--- src/rtl/fifo_axis_pkg.sv ---
// Shared definitions for the AXI-Stream level FIFO.
//   f_level_width : width of the fill-level output for a given RAM depth
//                   (level spans 0..depth+1 because of the output register).
//   f_is_pow2     : true when depth is a non-zero power of two.
package fifo_axis_pkg;

  function automatic int f_level_width(input int depth);
    return $clog2(depth + 2);
  endfunction

  function automatic bit f_is_pow2(input int depth);
    return (depth > 0) && ((depth & (depth - 1)) == 0);
  endfunction

endpackage

--- src/rtl/fifo_axis_level_if.sv ---
// Streaming handshake bundle for fifo_axis_level.
//   i_data_in / i_valid_in / o_ready_in    : producer -> FIFO
//   o_data_out / o_valid_out / i_ready_out : FIFO -> consumer
// slave  : the FIFO's view.
// master : the surrounding datapath's view.
interface fifo_axis_level_if #(
  parameter int p_width = 8
);
  logic [p_width-1:0] i_data_in;
  logic               i_valid_in;
  logic               o_ready_in;
  logic [p_width-1:0] o_data_out;
  logic               o_valid_out;
  logic               i_ready_out;

  modport slave (
    input  i_data_in, i_valid_in, i_ready_out,
    output o_ready_in, o_data_out, o_valid_out
  );

  modport master (
    output i_data_in, i_valid_in, i_ready_out,
    input  o_ready_in, o_data_out, o_valid_out
  );
endinterface

--- src/rtl/binary_counter.sv ---
// Free-running binary counter with synchronous reset, synchronous clear and
// count enable.
//   i_clk    : clock, rising edge
//   i_reset  : synchronous active-high reset to p_init_value
//   i_sclr   : synchronous clear to p_init_value (below reset in priority)
//   i_ce     : count enable
//   o_count  : current count; wraps by natural binary overflow
module binary_counter #(
  parameter int          p_width      = 8,
  parameter bit          p_up_count   = 1'b1,
  parameter int unsigned p_init_value = 0
) (
  input  logic               i_clk,
  input  logic               i_reset,
  input  logic               i_sclr,
  input  logic               i_ce,
  output logic [p_width-1:0] o_count
);

  localparam logic [p_width-1:0] lp_init = p_width'(p_init_value);

  logic [p_width-1:0] count_q;
  logic [p_width-1:0] count_d;

  always_comb begin
    count_d = count_q;
    if (i_sclr) begin
      count_d = lp_init;
    end else if (i_ce) begin
      if (p_up_count) count_d = count_q + p_width'(1);
      else            count_d = count_q - p_width'(1);
    end
  end

  always_ff @(posedge i_clk) begin
    if (i_reset) count_q <= lp_init;
    else         count_q <= count_d;
  end

  assign o_count = count_q;

endmodule

--- src/rtl/fifo_axis_level.sv ---
// Synchronous AXI-Stream FIFO with first-word-fall-through output register,
// fill level and registered almost-full / almost-empty flags.
//   i_clk, i_reset  : clock; synchronous active-high reset
//   i_flush         : synchronous clear of all contents (below reset)
//   bus             : stream handshake (fifo_axis_level_if.slave)
//   o_level         : words held in RAM plus output register, 0..p_depth+1
//   o_almost_full   : level >= p_afull_thresh
//   o_almost_empty  : level <= p_aempty_thresh
module fifo_axis_level
  import fifo_axis_pkg::*;
#(
  parameter int p_width         = 8,
  parameter int p_depth         = 32,
  parameter int p_afull_thresh  = 28,
  parameter int p_aempty_thresh = 2,
  localparam int lp_lw          = f_level_width(p_depth)
) (
  input  logic                 i_clk,
  input  logic                 i_reset,
  input  logic                 i_flush,
  fifo_axis_level_if.slave     bus,
  output logic [lp_lw-1:0]     o_level,
  output logic                 o_almost_full,
  output logic                 o_almost_empty
);

  localparam int lp_aw = $clog2(p_depth);
  localparam int lp_pw = lp_aw + 1;
  localparam logic [lp_lw-1:0] lp_afull  = lp_lw'(p_afull_thresh);
  localparam logic [lp_lw-1:0] lp_aempty = lp_lw'(p_aempty_thresh);

  if (!f_is_pow2(p_depth) || (p_depth < 4) ||
      (p_afull_thresh < 1) || (p_afull_thresh > p_depth + 1) ||
      (p_aempty_thresh < 0) || (p_aempty_thresh > p_depth)) begin : g_bad_params
    $error("fifo_axis_level: illegal depth or threshold parameters");
  end

  logic [p_width-1:0] mem_q [p_depth];

  logic [lp_pw-1:0] wr_ptr;
  logic [lp_pw-1:0] rd_ptr;
  logic             ram_empty;
  logic             ram_full;
  logic             wr_en;
  logic             pf_en;
  logic             out_hs;

  logic [p_width-1:0] data_q,   data_d;
  logic               valid_q,  valid_d;
  logic [lp_lw-1:0]   level_q,  level_d;
  logic               afull_q,  afull_d;
  logic               aempty_q, aempty_d;

  assign ram_empty = (wr_ptr == rd_ptr);
  assign ram_full  = (wr_ptr[lp_pw-1] != rd_ptr[lp_pw-1]) &&
                     (wr_ptr[lp_aw-1:0] == rd_ptr[lp_aw-1:0]);

  // Enables use only registered state plus inputs; ready itself depends on
  // pointers alone, so there is no input-to-ready path.
  assign wr_en  = bus.i_valid_in && !ram_full;
  assign pf_en  = !ram_empty && (!valid_q || bus.i_ready_out);
  assign out_hs = valid_q && bus.i_ready_out;

  binary_counter #(
    .p_width      (lp_pw),
    .p_up_count   (1'b1),
    .p_init_value (0)
  ) u_wr_ptr (
    .i_clk   (i_clk),
    .i_reset (i_reset),
    .i_sclr  (i_flush),
    .i_ce    (wr_en),
    .o_count (wr_ptr)
  );

  binary_counter #(
    .p_width      (lp_pw),
    .p_up_count   (1'b1),
    .p_init_value (0)
  ) u_rd_ptr (
    .i_clk   (i_clk),
    .i_reset (i_reset),
    .i_sclr  (i_flush),
    .i_ce    (pf_en),
    .o_count (rd_ptr)
  );

  always_ff @(posedge i_clk) begin
    if (wr_en && !i_reset && !i_flush) begin
      mem_q[wr_ptr[lp_aw-1:0]] <= bus.i_data_in;
    end
  end

  always_comb begin
    data_d   = data_q;
    valid_d  = valid_q;
    level_d  = level_q;
    afull_d  = afull_q;
    aempty_d = aempty_q;

    if (i_flush) begin
      data_d   = '0;
      valid_d  = 1'b0;
      level_d  = '0;
      afull_d  = 1'b0;
      aempty_d = 1'b1;
    end else begin
      // Refill takes precedence; otherwise a consumed word with nothing
      // behind it in RAM empties the output register.
      if (pf_en) begin
        data_d  = mem_q[rd_ptr[lp_aw-1:0]];
        valid_d = 1'b1;
      end else if (out_hs) begin
        valid_d = 1'b0;
      end

      case ({wr_en, out_hs})
        2'b10:   level_d = level_q + lp_lw'(1);
        2'b01:   level_d = level_q - lp_lw'(1);
        default: level_d = level_q;
      endcase

      afull_d  = (level_d >= lp_afull);
      aempty_d = (level_d <= lp_aempty);
    end
  end

  always_ff @(posedge i_clk) begin
    if (i_reset) begin
      data_q   <= '0;
      valid_q  <= 1'b0;
      level_q  <= '0;
      afull_q  <= 1'b0;
      aempty_q <= 1'b1;
    end else begin
      data_q   <= data_d;
      valid_q  <= valid_d;
      level_q  <= level_d;
      afull_q  <= afull_d;
      aempty_q <= aempty_d;
    end
  end

  assign bus.o_ready_in  = !ram_full;
  assign bus.o_data_out  = data_q;
  assign bus.o_valid_out = valid_q;
  assign o_level         = level_q;
  assign o_almost_full   = afull_q;
  assign o_almost_empty  = aempty_q;

endmodule
--- src/flat_wrapper.sv ---
// flat-port wrapper written by rule: the top's interface ports become plain ports
module fifo_axis_level_flat import fifo_axis_pkg::*;
#(
  parameter int p_width         = 8,
  parameter int p_depth         = 32,
  parameter int p_afull_thresh  = 28,
  parameter int p_aempty_thresh = 2,
  localparam int lp_lw          = f_level_width(p_depth)
)
  (i_clk, i_reset, i_flush, o_level, o_almost_full, o_almost_empty, bus_i_data_in, bus_i_valid_in, bus_i_ready_out, bus_o_ready_in, bus_o_data_out, bus_o_valid_out);
  fifo_axis_level_if #(.p_width(p_width)) bus_i ();
  input  logic i_clk;
  input  logic i_reset;
  input  logic i_flush;
  output logic [lp_lw-1:0] o_level;
  output logic o_almost_full;
  output logic o_almost_empty;
  input wire logic [$bits(bus_i.i_data_in)-1:0] bus_i_data_in;
  input wire logic [$bits(bus_i.i_valid_in)-1:0] bus_i_valid_in;
  input wire logic [$bits(bus_i.i_ready_out)-1:0] bus_i_ready_out;
  output wire logic [$bits(bus_i.o_ready_in)-1:0] bus_o_ready_in;
  output wire logic [$bits(bus_i.o_data_out)-1:0] bus_o_data_out;
  output wire logic [$bits(bus_i.o_valid_out)-1:0] bus_o_valid_out;
  assign bus_i.i_data_in = bus_i_data_in;
  assign bus_i.i_valid_in = bus_i_valid_in;
  assign bus_i.i_ready_out = bus_i_ready_out;
  assign bus_o_ready_in = bus_i.o_ready_in;
  assign bus_o_data_out = bus_i.o_data_out;
  assign bus_o_valid_out = bus_i.o_valid_out;
  fifo_axis_level #(.p_width(p_width), .p_depth(p_depth), .p_afull_thresh(p_afull_thresh), .p_aempty_thresh(p_aempty_thresh)) u_core (.i_clk(i_clk), .i_reset(i_reset), .i_flush(i_flush), .bus(bus_i), .o_level(o_level), .o_almost_full(o_almost_full), .o_almost_empty(o_almost_empty));
endmodule
--- config.mk ---
export PLATFORM = sky130hd
export DESIGN_NAME = fifo_axis_level_flat
export DESIGN_NICKNAME = d
export VERILOG_FILES = /design/src/rtl/fifo_axis_pkg.sv /design/src/rtl/fifo_axis_level_if.sv /design/src/rtl/binary_counter.sv /design/src/rtl/fifo_axis_level.sv /design/src/flat_wrapper.sv
export SDC_FILE = /design/constraint.sdc
export NUM_CORES = 1
export LEC_CHECK = 0
export CAP_MARGIN = 10
export CORE_MARGIN = 4
export CORE_UTILIZATION = 55
export CTS_CLUSTER_DIAMETER = 120
export DETAILED_ROUTE_END_ITERATION = 16
export PLACE_DENSITY = 0.74
export SLEW_MARGIN = 10
export SYNTH_ARGS = -nofsm -noshare
export SYNTH_HDL_FRONTEND = slang
export SYNTH_SLANG_ARGS = --single-unit
--- constraint.sdc ---
create_clock -name i_clk -period 4.6 [get_ports i_clk]
set_input_delay 0.92 -clock i_clk [delete_from_list [all_inputs] [get_ports i_clk]]
set_output_delay 0.92 -clock i_clk [all_outputs]
set_load 0.005 [all_outputs]
* Word level (Yosys, flattened, before mapping)
Memory sizes are Yosys's and may differ from the RTL's. A register that Yosys moved wholly into a read port is not among the register bits.
Cells that the tools add are included.
** Storage, ports and cells
- Register bits :: 21
- Bits in writable memories :: 256
- Input bits :: 13
- Output and inout bits :: 18
- Logic and storage cells :: 38
- Memories :: 1
** Cells by class
- $add $sub $neg :: 4
- Order comparisons :: 2
- Eq/ne operators :: 5
- Muxes and demuxes :: 6
- Reductions and logical operators :: 14
** Memories
- u_core.mem_q :: words 32, width 8, rd ports 1, clocked after Yosys merged registers in 1, write ports 1, RTL line fifo_axis_level.sv:38 : logic [p_width-1:0] mem_q [p_depth];
** Operator list (number)
- $add 6x1->6 const B :: 3
- $pmux 6 s2 :: 1
- $eq 6x6->1 :: 1
- $ge 6x5->1 const B :: 1
- $le 6x2->1 const B :: 1
- $logic_and 1x1->1 :: 6
- $mux 6 :: 1
- $sub 6x1->6 const B :: 1
- $eq 5x5->1 :: 1
- $logic_not 1->1 :: 5
- $mux 1 :: 4
- $eq 2x1->1 const B :: 1
- $eq 2x2->1 const B :: 1
- $reduce_bool 2->1 :: 1
- $reduce_or 2->1 :: 1
- $logic_or 1x1->1 :: 1
- $ne 1x1->1 :: 1

* Depth between registers and ports, before layout
- Depth in word-level cells :: 8
- Mapped depth :: 13

* Modules after synthesis
Synthesis repeated with hierarchy kept, for this count alone.
** Second synthesis, totals
- Cell total of the unflattened synthesis :: 746
- Area, all modules :: 11685.0 µm²
** Modules (own cells, without submodules)
- fifo_axis_level :: instances 1, cells an instance 694, area an instance 11187.0 µm², sequential area each 8027.7 µm²
- binary_counter :: instances 2, cells an instance 26, area an instance 249.0 µm², sequential area each 120.1 µm²

* Worst setup path before layout
Ideal clock, no wire load.
- Path type :: input port to flip-flop
- Start :: input port bus_i_valid_in
- End :: register u_core.afull_q, in the netlist u_core.o_almost_full
- Library setup time :: 0.074 ns
- Data arrival time :: 2.951 ns
- Required time :: 4.526 ns
- Path slack :: 1.575 ns
- Stages :: 10
- Path buffers :: 1
- Cell sequence :: o31a_1 -> buf_2 -> inv_1 -> ha_1 -> ha_1 -> o21ai_0 -> o21a_1 -> o31a_1 -> or2_2 -> a31oi_1
** Between the ends
- Longest elaborated chain between the ends :: 5
- Elaborated cells on any way between the ends :: 6
- Those cells by class :: order compare (1); eq/ne (2); mux (2); reduce/logical (1)
** RTL lines
- start, declared :: RTL line flat_wrapper.sv:19 : input wire logic [$bits(bus_i.i_valid_in)-1:0] bus_i_valid_in;
- $logic_and 1x1->1 (*) :: RTL line fifo_axis_level.sv:60 : assign wr_en = bus.i_valid_in && !ram_full;
- $eq 2x1->1 / $eq 2x2->1 (equally long branches) :: RTL line fifo_axis_level.sv:117 : case ({wr_en, out_hs})
- $pmux 6 s2 (*) :: RTL line fifo_axis_level.sv:117
- $mux 6 (*) :: RTL line fifo_axis_level.sv:101 : if (i_flush) begin
- $ge 6x5->1 (*) :: RTL line fifo_axis_level.sv:123 : afull_d = (level_d >= lp_afull);
- end signal, assigned :: RTL line fifo_axis_level.sv:139 : afull_q <= afull_d;
- end, declared :: RTL line fifo_axis_level.sv:51 : logic afull_q, afull_d;
Every way passes the cells marked *; elsewhere a longest branch is shown, timed or not. The select of a mux whose other input is x is not followed.
A chain may end at the register's enable or synchronous reset.

* Final worst setup path
- Start :: register u_core.u_rd_ptr.count_q[4], in the netlist u_core.u_rd_ptr.o_count[4]
- End :: register u_core.afull_q, in the netlist u_core.o_almost_full
** Between the ends
- Longest elaborated chain between the ends :: 8
- Elaborated cells on any way between the ends :: 9
- Those cells by class :: order compare (1); eq/ne (3); mux (2); reduce/logical (3)
** RTL lines
- start, declared :: RTL line binary_counter.sv:22 : logic [p_width-1:0] count_q;
- start signal, assigned :: RTL line binary_counter.sv:36 : if (i_reset) count_q <= lp_init;
- start signal, assigned :: RTL line binary_counter.sv:37 : else count_q <= count_d;
- $eq 5x5->1 (*) :: RTL line fifo_axis_level.sv:56 : (wr_ptr[lp_aw-1:0] == rd_ptr[lp_aw-1:0]);
- $logic_and 1x1->1 (*) :: RTL line fifo_axis_level.sv:55 : assign ram_full = (wr_ptr[lp_pw-1] != rd_ptr[lp_pw-1]) &&
- $logic_not 1->1 (*) :: RTL line fifo_axis_level.sv:60
- $logic_and 1x1->1 (*) :: RTL line fifo_axis_level.sv:60
- $eq 2x1->1 / $eq 2x2->1 (equally long branches) :: RTL line fifo_axis_level.sv:117
- $pmux 6 s2 (*) :: RTL line fifo_axis_level.sv:117
- $mux 6 (*) :: RTL line fifo_axis_level.sv:101
- $ge 6x5->1 (*) :: RTL line fifo_axis_level.sv:123
Marked as above.

==> impl_metrics.tcl <==
set metrics [dict create \
    status "complete, no violations" \
    syn-instance-count 643 \
    worstPathMaxFanout 20 \
    syn_avg_cell_area_um2 17.72 \
    power.share.sequential_pct 54.4 \
    critical_path.top_delay_family "compound AO/OA/AOI/OAI gates" \
    gr-usage-all-layers_pct 19.46 \
    period_share_pct 81.19 \
    synth_top_cells_by_count "edfxtp_1 (256), nor2_1 (48), mux4_2 (41)" \
    combPwrFrac_pct 3.1 \
    yosys.area.top_type "edfxtp_1" \
    dp_hpwl_mm 13.92 \
    grt_max_degree 71 \
    hold_ws_ns 0.5212 \
    hold_viol 0 \
    worst_slew_pin_slew_ns 1.210 \
    synth_edf_count 256 \
    insertion_delay_ns 0.53 \
    setup_violations 0 \
    finClkSkew_ns 0.01451 \
    p_clk_share_pct 42.6 \
    cts_max_level 1 \
    worstSetupStartpointType "flop" \
    cts_buffers 28 \
    tns_ns 0 \
    via_count 5983 \
    placed_area_um2 11880 \
    ys_warn_count 0 \
    crit_type "flop to flop" \
    cts_tree "yes" \
    multiInputGateArea_um2 2910 \
    relSlewSlack_pct 19.07 \
    post_cts_buffers 0 \
    n_fill_cell 1419 \
    start_util_pct 56.11 \
    synth_top_family_by_area "multiplexers" \
    async_reset_ff_share_pct 0 \
    fmax_ghz 0.2678 \
    antenna_found_initial 0 \
    io_buffers 30 \
    slew_violations 0 \
    cts.sinks 285 \
    coreArea_um2 20300 \
    grt_pass1_wl_mm 35.29 \
    swShare_pct 19.58 \
    cts-root-buf "clkbuf_16" \
    syn_nets 667 \
    drc 0 \
    hold_class "flop to flop" \
    p_int_mw 4.190 \
    die_area_um2 23080 \
    hp-start "u_core.bus.o_data_out[3]" \
    nNetsFinal 695 \
    post_cts_resized 0 \
    synth.top_cell.area_share_pct 67.49 \
    synth-simple-area-share_pct 4.921 \
    power_density_nw_per_um2 408.4 \
    synth_compound_area_share_pct 5.470 \
    synth_adder_area_share_pct 1.274 \
    leakagePower_nw 3.971 \
    drt-total-wl_mm 22.62 \
    fin_area_um2 12760 \
    rsz0062_at_grt "no" \
    clk_pin_slew_worst_paths_ns 0.06 \
    grt_pass1_vias 5936 \
    cp-startpoint "u_core.u_rd_ptr.o_count[4]" \
    synth-xor-area-share_pct 0.9996 \
    ios 31 \
    worstPathCellList "xnor2_1, nand3_1, o31a_1, inv_1, ha_1, ha_1, o21ai_0, nor4_1, o31a_1, or2_2, a31oi_1" \
    cp_num_buf_inv 1 \
    ys.flop_type "edfxtp_1" \
    power_switching_mw 1.020 \
    die_y_um 151.9 \
    cp_data_arrival_time_ns 4.19 \
    clockBufferDepth 3 \
    ys_seq_area_share_pct 72.58 \
    synth_area_leaders "edfxtp_1 (67%), mux4_2 (8.1%), dfxtp_1 (5.1%)" \
    row_count 52 \
    drt-vias-per-instance 6.232 \
    max_stage_delay_ns 0.85 \
    grt.overflow.total 0 \
    drtAntennaViolNets 0 \
    irDropWorstVdd_mv 0.3062 \
    gp_congestion 0.8804 \
    synth.area.mux_share_pct 12.88 \
    antennaDiodeCount 0 \
    yosysMostFrequentCell "edfxtp_1" \
    final_core_util_pct 62.86 \
    syn_area_um2 11390 \
    critical-path-slowest-cell "dfxtp_1" \
    cp-end-kind "flop" \
    die_x_um 151.9 \
    synth.distinct_cells 47 \
    crit_required_ns 5.06 \
    regArea_um2 8275 \
    syn_to_final_growth_pct 12.02 \
    cts_hold_buf 0 \
    wire_per_inst_um 23.56 \
    drt_pass1_iterations 5 \
    fin_crit_ns 3.735 \
    synth_seq_cells 285 \
    cap_violations 0 \
    r2r-start "u_core.u_rd_ptr.o_count[4]" \
    layout-drive-gt1-share_pct 14.49 \
    drt-initial-drc-count 509 \
]
[layout by cell type, fill, tap and decap left out, types with 9 or more instances in the layout]
| master | n |
|---|---|
| clkbuf_16 | 31 |
| xnor2_1 | 9 |
| nor2_1 | 48 |
| mux2i_1 | 36 |
| clkdlybuf4s50_1 | 26 |
| a211oi_1 | 10 |
| edfxtp_1 | 256 |
| a22oi_1 | 16 |
| dfxtp_1 | 27 |
| mux4_2 | 41 |
| nand2_1 | 27 |
| a21oi_1 | 20 |
| ha_1 | 10 |
[layer usage]
metal	vias to the layer above	global-route usage [%]	wire length, um
li1	2640	-	-
met1	3080	27.99	9557
met2	216	31.80	11170
met3	47	2.929	1297
met4	0	5.051	588
met5	-	0	0
[worst paths after layout]
check / endpoint / slack [ns] / cells after the start
setup / recovery: u_core.o_almost_full / 0.87 / 11
hold / removal: u_core.bus.o_data_out[3] / 0.52 / 1
hold reg to reg: u_core.bus.o_data_out[3] / 0.52 / 1
setup reg to reg: u_core.o_almost_full / 0.87 / 11
[cells by family (layout without fill, tap and decap cells)]
family          Yosys count  after routing
flops                   285            285
simple gates            119            119
compound gates           89             89
mux                      84             84
buf+inv                  42             89
xor+xnor                 13             13
fa+ha+maj                11             11
[state kept, by name, indices dropped and copies added, names as in the netlist]
register / flops
u_core.bus.o_valid_out: 1
u_core.u_rd_ptr.o_count: 6
u_core.mem_q: 256
u_core.o_almost_empty: 1
u_core.u_wr_ptr.o_count: 6
u_core.o_almost_full: 1
u_core.bus.o_data_out: 8
u_core.o_level: 6
[stage by stage]
stage / cells / worst slack [ns] / power [mW]
after floorplan: 643 / 1.575 / 2.976
after global placement: 911 / 0.9230 / 3.046
after detailed placement: 911 / 0.7663 / 3.053
after CTS: 960 / 0.9199 / 5.244
after global routing: 960 / 0.5511 / 5.367
final: 960 / 0.8654 / 5.211
[power groups by stage]
| stage | sequential, mW | combinational (mW) | clock (mW) |
|---|---|---|---|
| 2_1_floorplan | 2.89 | 0.0896 | 0 |
| 3_3_place_gp | 2.89 | 0.157 | 0 |
| 3_5_place_dp | 2.89 | 0.164 | 0 |
| 4_1_cts | 2.83 | 0.164 | 2.25 |
| 5_1_grt | 2.83 | 0.175 | 2.36 |
| 6_report | 2.83 | 0.160 | 2.22 |
[area by class of cell]
| class | instances | area share, % |
|---|---|---|
| Timing Repair Buffer | 34 | 2.432 |
| Multi-Input combinational cell | 316 | 22.81 |
| Clock buffer | 38 | 6.442 |
| Tap cell | 270 | 2.648 |
| Sequential cell | 285 | 64.86 |
| Clock inverter | 11 | 0.6374 |
| Inverter | 6 | 0.1765 |
(Power assumes the default switching activity.)
